`src/rtl/neuron_train_sched.sv`:
```
// Training scheduler: replays a small sample buffer into one neuron_learn instance
// epoch by epoch, accumulating |expected - out| and stopping on threshold or epoch limit.
module neuron_train_sched #(
    parameter int N           = 16,
    parameter int DEPTH       = 8,
    parameter int INIT_CYCLES = 4,
    parameter int ERR_W       = 16,
    localparam int Z_W        = 8,
    localparam int CNT_W      = $clog2(DEPTH) + 1
) (
    input  logic               clock,
    input  logic               reset,
    input  logic               clear,
    input  logic               load_valid,
    output logic               load_ready,
    input  logic [N*Z_W-1:0]   load_in,
    input  logic [Z_W-1:0]     load_expected,
    output logic [CNT_W-1:0]   sample_count,
    input  logic               start,
    input  logic [15:0]        max_epochs,
    input  logic [ERR_W-1:0]   err_threshold,
    output logic               busy,
    output logic               done,
    output logic [15:0]        epoch_count,
    output logic [ERR_W-1:0]   epoch_error,
    output logic               nrn_valid,
    output logic               nrn_learn,
    output logic [N*Z_W-1:0]   nrn_in,
    output logic [Z_W-1:0]     nrn_expected_out,
    input  logic [Z_W-1:0]     nrn_out
);

    localparam int IDX_W  = (DEPTH > 1) ? $clog2(DEPTH) : 1;
    localparam int INIT_W = (INIT_CYCLES > 1) ? $clog2(INIT_CYCLES) : 1;
    localparam int SUM_W  = ((ERR_W > Z_W) ? ERR_W : Z_W) + 1;
    localparam logic [INIT_W-1:0] INIT_LAST = INIT_W'(INIT_CYCLES - 1);
    localparam logic [SUM_W-1:0]  ERR_MAX   = SUM_W'({ERR_W{1'b1}});

    typedef enum logic [2:0] {
        S_IDLE, S_INIT, S_PRESENT, S_UPDATE, S_EPOCH_END, S_DONE
    } state_t;

    // zero2one_t is an 8-bit unsigned fraction; differences need one extra sign bit.
    function automatic logic signed [Z_W:0] zero2one_sub_signed(
        input logic [Z_W-1:0] a, input logic [Z_W-1:0] b);
        return $signed({1'b0, a}) - $signed({1'b0, b});
    endfunction

    function automatic logic [Z_W-1:0] zero2one_signed_abs_zero2one(
        input logic signed [Z_W:0] v);
        logic [Z_W:0] mag;
        mag = (v < 0) ? $unsigned(-v) : $unsigned(v);
        return mag[Z_W] ? {Z_W{1'b1}} : mag[Z_W-1:0];
    endfunction

    state_t             state_q, state_d;
    logic [CNT_W-1:0]   cnt_q, cnt_d;
    logic [IDX_W-1:0]   idx_q, idx_d;
    logic [INIT_W-1:0]  init_q, init_d;
    logic [ERR_W-1:0]   acc_q, acc_d;
    logic [ERR_W-1:0]   ep_err_q, ep_err_d;
    logic [15:0]        ep_cnt_q, ep_cnt_d;
    logic [15:0]        max_ep_q, max_ep_d;
    logic [ERR_W-1:0]   thr_q, thr_d;
    logic [N*Z_W-1:0]   nin_q, nin_d;
    logic [Z_W-1:0]     nexp_q, nexp_d;

    logic [N*Z_W-1:0]   buf_in_q  [DEPTH];
    logic [Z_W-1:0]     buf_exp_q [DEPTH];

    logic               wr_en;
    logic               fetch;
    logic [IDX_W-1:0]   rd_idx;
    logic [Z_W-1:0]     abs_err;
    logic [SUM_W-1:0]   sum;

    assign load_ready       = (state_q == S_IDLE) && (cnt_q < CNT_W'(DEPTH));
    assign sample_count     = cnt_q;
    assign busy             = (state_q != S_IDLE) && (state_q != S_DONE);
    assign done             = (state_q == S_DONE);
    assign epoch_count      = ep_cnt_q;
    assign epoch_error      = ep_err_q;
    assign nrn_valid        = (state_q != S_INIT);
    assign nrn_learn        = (state_q == S_UPDATE);
    assign nrn_in           = nin_q;
    assign nrn_expected_out = nexp_q;

    always_comb begin
        state_d  = state_q;
        cnt_d    = cnt_q;
        idx_d    = idx_q;
        init_d   = init_q;
        acc_d    = acc_q;
        ep_err_d = ep_err_q;
        ep_cnt_d = ep_cnt_q;
        max_ep_d = max_ep_q;
        thr_d    = thr_q;
        nin_d    = nin_q;
        nexp_d   = nexp_q;
        wr_en    = 1'b0;
        fetch    = 1'b0;
        rd_idx   = '0;
        abs_err  = '0;
        sum      = '0;

        case (state_q)
            S_IDLE: begin
                if (clear) begin
                    cnt_d = '0;
                end else begin
                    if (load_valid && load_ready) begin
                        wr_en = 1'b1;
                        cnt_d = cnt_q + CNT_W'(1);
                    end
                    if (start && (cnt_q != '0)) begin
                        max_ep_d = (max_epochs == 16'd0) ? 16'd1 : max_epochs;
                        thr_d    = err_threshold;
                        ep_cnt_d = '0;
                        idx_d    = '0;
                        acc_d    = '0;
                        init_d   = '0;
                        state_d  = S_INIT;
                    end
                end
            end
            S_INIT: begin
                if (init_q == INIT_LAST) begin
                    state_d = S_PRESENT;
                    idx_d   = '0;
                    fetch   = 1'b1;
                end else begin
                    init_d = init_q + INIT_W'(1);
                end
            end
            S_PRESENT: begin
                abs_err = zero2one_signed_abs_zero2one(zero2one_sub_signed(nexp_q, nrn_out));
                sum     = SUM_W'(acc_q) + SUM_W'(abs_err);
                acc_d   = (sum > ERR_MAX) ? {ERR_W{1'b1}} : sum[ERR_W-1:0];
                state_d = S_UPDATE;
            end
            S_UPDATE: begin
                if ((CNT_W'(idx_q) + CNT_W'(1)) < cnt_q) begin
                    idx_d   = idx_q + IDX_W'(1);
                    rd_idx  = idx_q + IDX_W'(1);
                    fetch   = 1'b1;
                    state_d = S_PRESENT;
                end else begin
                    state_d = S_EPOCH_END;
                end
            end
            S_EPOCH_END: begin
                ep_err_d = acc_q;
                ep_cnt_d = (ep_cnt_q == 16'hFFFF) ? 16'hFFFF : ep_cnt_q + 16'd1;
                acc_d    = '0;
                if ((acc_q <= thr_q) || (({1'b0, ep_cnt_q} + 17'd1) == {1'b0, max_ep_q})) begin
                    state_d = S_DONE;
                end else begin
                    idx_d   = '0;
                    fetch   = 1'b1;
                    state_d = S_PRESENT;
                end
            end
            S_DONE: begin
                state_d = S_IDLE;
            end
            default: begin
                state_d = S_IDLE;
            end
        endcase

        // Neuron drive registers change only on entry to PRESENT, so they stay put through UPDATE.
        if (fetch) begin
            nin_d  = buf_in_q[rd_idx];
            nexp_d = buf_exp_q[rd_idx];
        end
    end

    always_ff @(posedge clock) begin
        if (reset) begin
            state_q  <= S_IDLE;
            cnt_q    <= '0;
            idx_q    <= '0;
            init_q   <= '0;
            acc_q    <= '0;
            ep_err_q <= '0;
            ep_cnt_q <= '0;
            max_ep_q <= 16'd1;
            thr_q    <= '0;
            nin_q    <= '0;
            nexp_q   <= '0;
        end else begin
            state_q  <= state_d;
            cnt_q    <= cnt_d;
            idx_q    <= idx_d;
            init_q   <= init_d;
            acc_q    <= acc_d;
            ep_err_q <= ep_err_d;
            ep_cnt_q <= ep_cnt_d;
            max_ep_q <= max_ep_d;
            thr_q    <= thr_d;
            nin_q    <= nin_d;
            nexp_q   <= nexp_d;
        end
    end

    always_ff @(posedge clock) begin
        if (wr_en) begin
            buf_in_q[cnt_q[IDX_W-1:0]]  <= load_in;
            buf_exp_q[cnt_q[IDX_W-1:0]] <= load_expected;
        end
    end

endmodule

```
`config.mk`:
```
export PLATFORM = sky130hd
export DESIGN_NAME = neuron_train_sched
export DESIGN_NICKNAME = d
export VERILOG_FILES = /design/src/rtl/neuron_train_sched.sv
export SDC_FILE = /design/constraint.sdc
export NUM_CORES = 1
export LEC_CHECK = 0
export BUFFER_PORTS_ARGS = -buffer_cell sky130_fd_sc_hd__buf_2
export CAP_MARGIN = 15
export CORE_MARGIN = 1.5
export CORE_UTILIZATION = 25
export CTS_CLUSTER_DIAMETER = 50
export DETAILED_ROUTE_END_ITERATION = 10
export PLACE_DENSITY = 0.5
export SYNTH_ARGS = -nofsm -noshare
export SYNTH_HDL_FRONTEND = slang
export SYNTH_SLANG_ARGS = --single-unit
```
`constraint.sdc`:
```
create_clock -name clock -period 23.2 [get_ports clock]
set_input_delay 1.16 -clock clock [delete_from_list [all_inputs] [get_ports clock]]
set_output_delay 1.16 -clock clock [all_outputs]
set_load 0.02 [all_outputs]
```
# [Word level (Yosys, flattened, before mapping)]
# Memories as Yosys holds them, arrays and structs flattened. A register that Yosys moved wholly into a read port is not among the register bits.
# Cells that the tools add are included.
[totals] ff_bits=92 mem_bits_rw=1088 inputBits=181 out_inout_bits=177 wordCells=101 mem_count=2
[classes] add_sub_neg=9 n_lt_le_gt_ge=5 n_eq_ne=16 mux=38 n_bitwise=1 reduce_logical=21
[memory_table] memory="buf_in_q" depth=8 word_bits=128 rd=1 rd_clocked_by_memory_dff=1 write_ports=1 line_no="68" text="logic [N*Z_W-1:0] buf_in_q [DEPTH];"
[memory_table] memory="buf_exp_q" depth=8 word_bits=8 rd=1 rd_clocked_by_memory_dff=1 write_ports=1 line_no="69" text="logic [Z_W-1:0] buf_exp_q [DEPTH];"
[op_table] cell="16-bit 2-to-1 mux" count=5
[op_table] cell="16-bit one-hot mux with 3 select lines" count=1
[op_table] cell="3-bit 2-to-1 mux" count=12
[op_table] cell="16-bit one-hot mux with 2 select lines" count=1
[op_table] cell="16-bit by 1-bit adder with 17-bit output, second input constant" count=1
[op_table] cell="16-bit by 8-bit adder with 17-bit output" count=1
[op_table] cell="17-bit by 16-bit equality test with 1-bit output" count=1
[op_table] cell="17-bit by 16-bit > comparator with 1-bit output, second input constant" count=1
[op_table] cell="16-bit by 1-bit adder with 16-bit output, second input constant" count=1
[op_table] cell="16-bit equality test, second input constant" count=1
[op_table] cell="16-bit less-or-equal comparator" count=1
[op_table] cell="16-bit logical NOT" count=1
[op_table] cell="3-bit one-hot mux with 5 select lines" count=1
[op_table] cell="3-bit one-hot mux with 4 select lines" count=1
[op_table] cell="3-bit AND reduction" count=4
[op_table] cell="9-bit by 1-bit < comparator with 1-bit output, second input constant" count=1
[op_table] cell="9-bit 2-to-1 mux" count=1
[op_table] cell="9-bit negation" count=1
[op_table] cell="8-bit by 8-bit subtractor with 9-bit output" count=1
[op_table] cell="1-bit 2-to-1 mux" count=8
[op_table] cell="4-bit 2-to-1 mux" count=2
[op_table] cell="8-bit 2-to-1 mux" count=1
[op_table] cell="2-bit != test, second input constant" count=4
[op_table] cell="4-bit nonzero test" count=2
[op_table] cell="25 further kinds" count=36

# [Logic depth before layout (Yosys ltp)]
[depth] ltp_word=8 depth_mapped=22

# [Worst setup path after synthesis]
# Ideal clock, no wire load.
[synth_timing] path_kind="reg-to-reg" startpoint="reg state_q[2]" endpoint="mem buf_exp_q[1][0] (enable)" arrival_time_ns=10.955 required_time_ns=22.402 path_slack_ns=11.447 path_stages_with_launch=7 n_path_buf=1 synth_period_minus_slack_ns=11.753 path_cell_list="dfxtp_1 > clkbuf_1 > nor4_1 > nand2_1 > nor2_1 > nand2_1 > nor3_1"
[synth_via] elab_chain_len=8
[synth_rtl] item="start, declared" line_no="56" text="state_t state_q, state_d;"
[synth_rtl] item="start signal, assigned" line_no="192" text="state_q <= state_d;"
[synth_rtl] item="3-bit logical NOT" line_no="77" text="assign load_ready = (state_q == S_IDLE) && (cnt_q < CNT_W'(DEPTH));"
[synth_rtl] item="1-bit logical AND" line_no="77"
[synth_rtl] item="net load_ready" line_no="15" text="output logic load_ready,"
[synth_rtl] item="1-bit logical AND" line_no="111" text="if (load_valid && load_ready) begin"
[synth_rtl] item="1-bit 2-to-1 mux" line_no="111"
[synth_rtl] item="1-bit 2-to-1 mux" line_no="108" text="if (clear) begin"
[synth_rtl] item="1-bit 2-to-1 mux" line_no="106" text="case (state_q)"
[synth_rtl] item="1-bit 2-to-1 mux" line_no="207" text="if (wr_en) begin"
[synth_rtl] item="1-bit 2-to-1 mux (not written as such)" line_no="209" text="buf_exp_q[cnt_q[IDX_W-1:0]] <= load_expected;"
[synth_rtl] item="end, declared" line_no="69"
# The timed path passes the listed nets, and every way through them passes these cells.

# [Final worst setup path]
[layout_timing] startpoint="reg idx_q[0]" endpoint="reg nin_q[9] (netlist: nrn_in[9]), read port of buf_in_q"
[layout_via] elab_chain_len=4 word_cells_on_any_way=7 cone_classes="add/sub (2); order compare (1); mux (4)"
[layout_rtl] item="start, declared" line_no="58" text="logic [IDX_W-1:0] idx_q, idx_d;"
[layout_rtl] item="start signal, assigned" line_no="194" text="idx_q <= idx_d;"
[layout_rtl] item="3-bit by 1-bit adder with 4-bit output" line_no="142" text="if ((CNT_W'(idx_q) + CNT_W'(1)) < cnt_q) begin"
[layout_rtl] item="4-bit < comparator" line_no="142"
[layout_rtl] item="1-bit 2-to-1 mux / 3-bit 2-to-1 mux (equally long branches)" line_no="142"
[layout_rtl] item="1-bit one-hot mux with 3 select lines / 3-bit 2-to-1 mux (equally long branches)" line_no="106"
[layout_rtl] item="end, declared" line_no="65" text="logic [N*Z_W-1:0] nin_q, nin_d;"
# Several ways; a longest one is shown, not always the timed one.
# A chain may end at the register's enable or synchronous reset.

==> impl_metrics.json <==
{
  "run_status": "finished, final reports clean",
  "post_synth_num_cell_types": 66,
  "floorplan.rows": 166,
  "global_route_wire_length_before_repair_mm": 230.0,
  "tritoncts": "built",
  "vias_per_cell": 4.804,
  "cp_max_fo": 79,
  "fraction_of_layout_instances_using_a_drive_strength_above_1": 0.1928,
  "synth_enable_flop_cells": 1088,
  "yosysTopAreaCell": "sky130_fd_sc_hd__edfxtp_1",
  "grt-ovfl-total": 0,
  "antenna_found_initial": 54,
  "yosys-top-cells-count": "sky130_fd_sc_hd__edfxtp_1 (1088), sky130_fd_sc_hd__nand2_1 (632), sky130_fd_sc_hd__o221ai_1 (273)",
  "period_needed_ns": 6.266,
  "syn-instance-count": 3791,
  "max-vdd-ir-drop_mv": 0.08493,
  "ys_seq_area_frac": 0.7181,
  "number_of_global_route_vias_before_repair": 32838,
  "area_delta_synth_final_pct": 19.90,
  "hold_buffers": 0,
  "clockRootBuffer": "sky130_fd_sc_hd__clkbuf_16",
  "synth.top_cell.area_share": 0.6300,
  "worst_ep_required_time_ns": 23.92,
  "synth.cell_area_um2": 51860,
  "core_um2": 205400,
  "clock_tree.buffer_depth": 3,
  "drt-wirelength-per-cell_um": 22.92,
  "power_per_cell_area_nw_per_um2": 85.57,
  "antenna_violating_nets_post_route": 0,
  "worst_min_delay_path_category": "reg -> reg",
  "maxCapViolCount": 0,
  "final_cell_count_no_fill": 6954,
  "min_period_over_period": 0.2701,
  "route.final.wire_length_mm": 159.4,
  "grt_use_total": 0.1475,
  "nNetsFinal": 4330,
  "totalPowerFinal_mw": 5.320,
  "cts-resized-gates": 0,
  "route.detailed.drc": 0,
  "numCtsBuffers": 169,
  "hold_viol_final": 0,
  "dp.cells": 6619,
  "worst_skew_pair.late_latency_ns": 0.80,
  "whs_ns": 0.4553,
  "cts_setup_buffers": 0,
  "critical_path_arrival_ns": 6.98,
  "routabilityCongestion": 0.7922,
  "worstSetupEndpointType": "register",
  "synthMostInstantiatedCell": "sky130_fd_sc_hd__edfxtp_1",
  "rsz0062_at_grt": "no",
  "die_y_um": 458.4,
  "ioPinCount": 358,
  "die_area_um2": 210200,
  "ys_async_sr_fraction": 0,
  "skew_ns": 0.03214,
  "synthFlopType": "sky130_fd_sc_hd__edfxtp_1",
  "crit_path_start_kind": "register",
  "ys_seq_elements": 1316,
  "number_of_max_slew_violations_in_the_final_report": 0,
  "maximum_number_of_pins_on_one_net_before_global_route_repair": 152,
  "mappedNetlistNets": 4019,
  "timing.setup.critical_path_class": "reg -> reg",
  "yosys_warnings": 0,
  "hpwl_mm": 87.35,
  "io_buffers": 357,
  "htree_num_levels": 4,
  "syn_area_per_cell_um2": 13.68,
  "cts_num_sinks": 1316,
  "worst-slew-pin-transition_ns": 1.150,
  "path_clk_slew_ns": 0.06,
  "floorplan.die.width_um": 458.4,
  "routed-via-count": 33404,
  "finalSetupViolations": 0,
  "clock.fmax_mhz": 159.6,
  "initial_utilization": 0.2524,
  "timing.setup.tns_ns": 0,
  "synth.area.top_cells": "sky130_fd_sc_hd__edfxtp_1 (63%), sky130_fd_sc_hd__dfxtp_1 (8.8%), sky130_fd_sc_hd__o221ai_1 (4.6%), sky130_fd_sc_hd__nand2_1 (4.6%), sky130_fd_sc_hd__mux2i_1 (2.8%)",
  "first_pass_iters": 5,
  "total_leakage_power_nw": 21.47,
  "slew-limit-headroom": 0.2337,
  "initialDrtViolationCount": 2512
}
[area by class of cell]
class / count / area [µm²]
fillers: 20572 / 143200
flip-flops and latches: 1316 / 37240
multi-input cells: 2148 / 13380
clock buffers: 225 / 4663
well taps: 2688 / 3363
repair buffers: 420 / 2316
clock inverters: 92 / 979.7
inverters: 47 / 183.9
diodes: 18 / 45.04
[per-stage QoR]
stage          utilization  worst slack [ns]  area [µm²]
2_1_floorplan            -             11.45       51860
3_5_place_dp        0.2750             16.85       56490
4_1_cts             0.3025             16.85       62130
3_3_place_gp        0.2750             17.02       56490
6_report            0.3027             16.93       62170
5_1_grt             0.3026             16.33       62150
[cells in the final DEF, fill, tap and decap left out, types with 142 or more instances in the layout]
| cell | instances |
|---|---|
| sky130_fd_sc_hd__dfxtp_1 | 227 |
| sky130_fd_sc_hd__a21oi_1 | 191 |
| sky130_fd_sc_hd__nand3_1 | 146 |
| sky130_fd_sc_hd__o21ai_0 | 233 |
| sky130_fd_sc_hd__mux2i_1 | 143 |
| sky130_fd_sc_hd__a31oi_1 | 142 |
| sky130_fd_sc_hd__o221ai_1 | 273 |
| sky130_fd_sc_hd__nand2_1 | 629 |
| sky130_fd_sc_hd__buf_2 | 356 |
| sky130_fd_sc_hd__clkbuf_16 | 172 |
| sky130_fd_sc_hd__edfxtp_1 | 1088 |
[routing by layer]
| layer | up-vias | global-route usage | share of wire |
|---|---|---|---|
| met1 | 16911 | 0.1923 | 0.44 |
| li1 | 15245 | - | - |
| met3 | 311 | 0.02925 | 0.052 |
| met4 | 26 | 0.05709 | 0.034 |
| met5 | - | 0 | 0.00099 |
| met2 | 911 | 0.2405 | 0.48 |
[kinds of logic (layout without fill, tap and decap cells)]
kind of cell,count (synthesis),in the layout,share of synthesized area
and+or+nand+nor,922,922,0.07502
adders and majority gates,47,47,0.01163
other,0,18,0
AOI/OAI and AO/OA,906,906,0.1149
buffers and inverters,327,784,0.02632
xor gates and xnor gates,36,36,0.006080
DFF,1316,1316,0.7181
muxes,237,237,0.04802
[worst paths after layout]
kind,start,to,slack [ns],cells past startpoint
setup reg to reg,idx_q[0],nrn_in[9],16.93,14
hold reg to reg,epoch_error[9],epoch_error[9],0.46,2
hold / removal,epoch_error[9],epoch_error[9],0.46,2
setup / recovery,idx_q[0],nrn_in[9],16.93,14
[critical path, cell delays in order (launching register included)]
cell and delay, ns:
sky130_fd_sc_hd__dfxtp_4 0.75, sky130_fd_sc_hd__ha_1 0.29, sky130_fd_sc_hd__xor2_1 0.35, sky130_fd_sc_hd__ha_1 0.25, sky130_fd_sc_hd__o21ai_0 0.11, sky130_fd_sc_hd__a22oi_1 0.38
sky130_fd_sc_hd__nor2_1 0.21, sky130_fd_sc_hd__nand2_4 0.66, sky130_fd_sc_hd__buf_4 0.83, sky130_fd_sc_hd__buf_4 0.70, sky130_fd_sc_hd__buf_4 0.79, sky130_fd_sc_hd__o221ai_1 0.26
sky130_fd_sc_hd__a21oi_1 0.18, sky130_fd_sc_hd__o21ai_0 0.09, sky130_fd_sc_hd__mux2i_1 0.17
[sequential cells by signal, summed over array words and instances, names as in the netlist, 4 cells and up]
name              count
buf_exp_q            64
acc_q                16
sample_count          4
buf_in_q           1024
nrn_in              128
epoch_error          16
max_ep_q             16
epoch_count          16
thr_q                16
nrn_expected_out      8
[report_power, final]
group / switching, mW / leakage [nW] / internal [mW]
Sequential: 0.00535 / 11.7 / 2.58
Combinational: 0.0853 / 7.05 / 0.0342
Clock: 1.06 / 2.76 / 1.56
No activity file was read; power rests on OpenSTA's default activity.
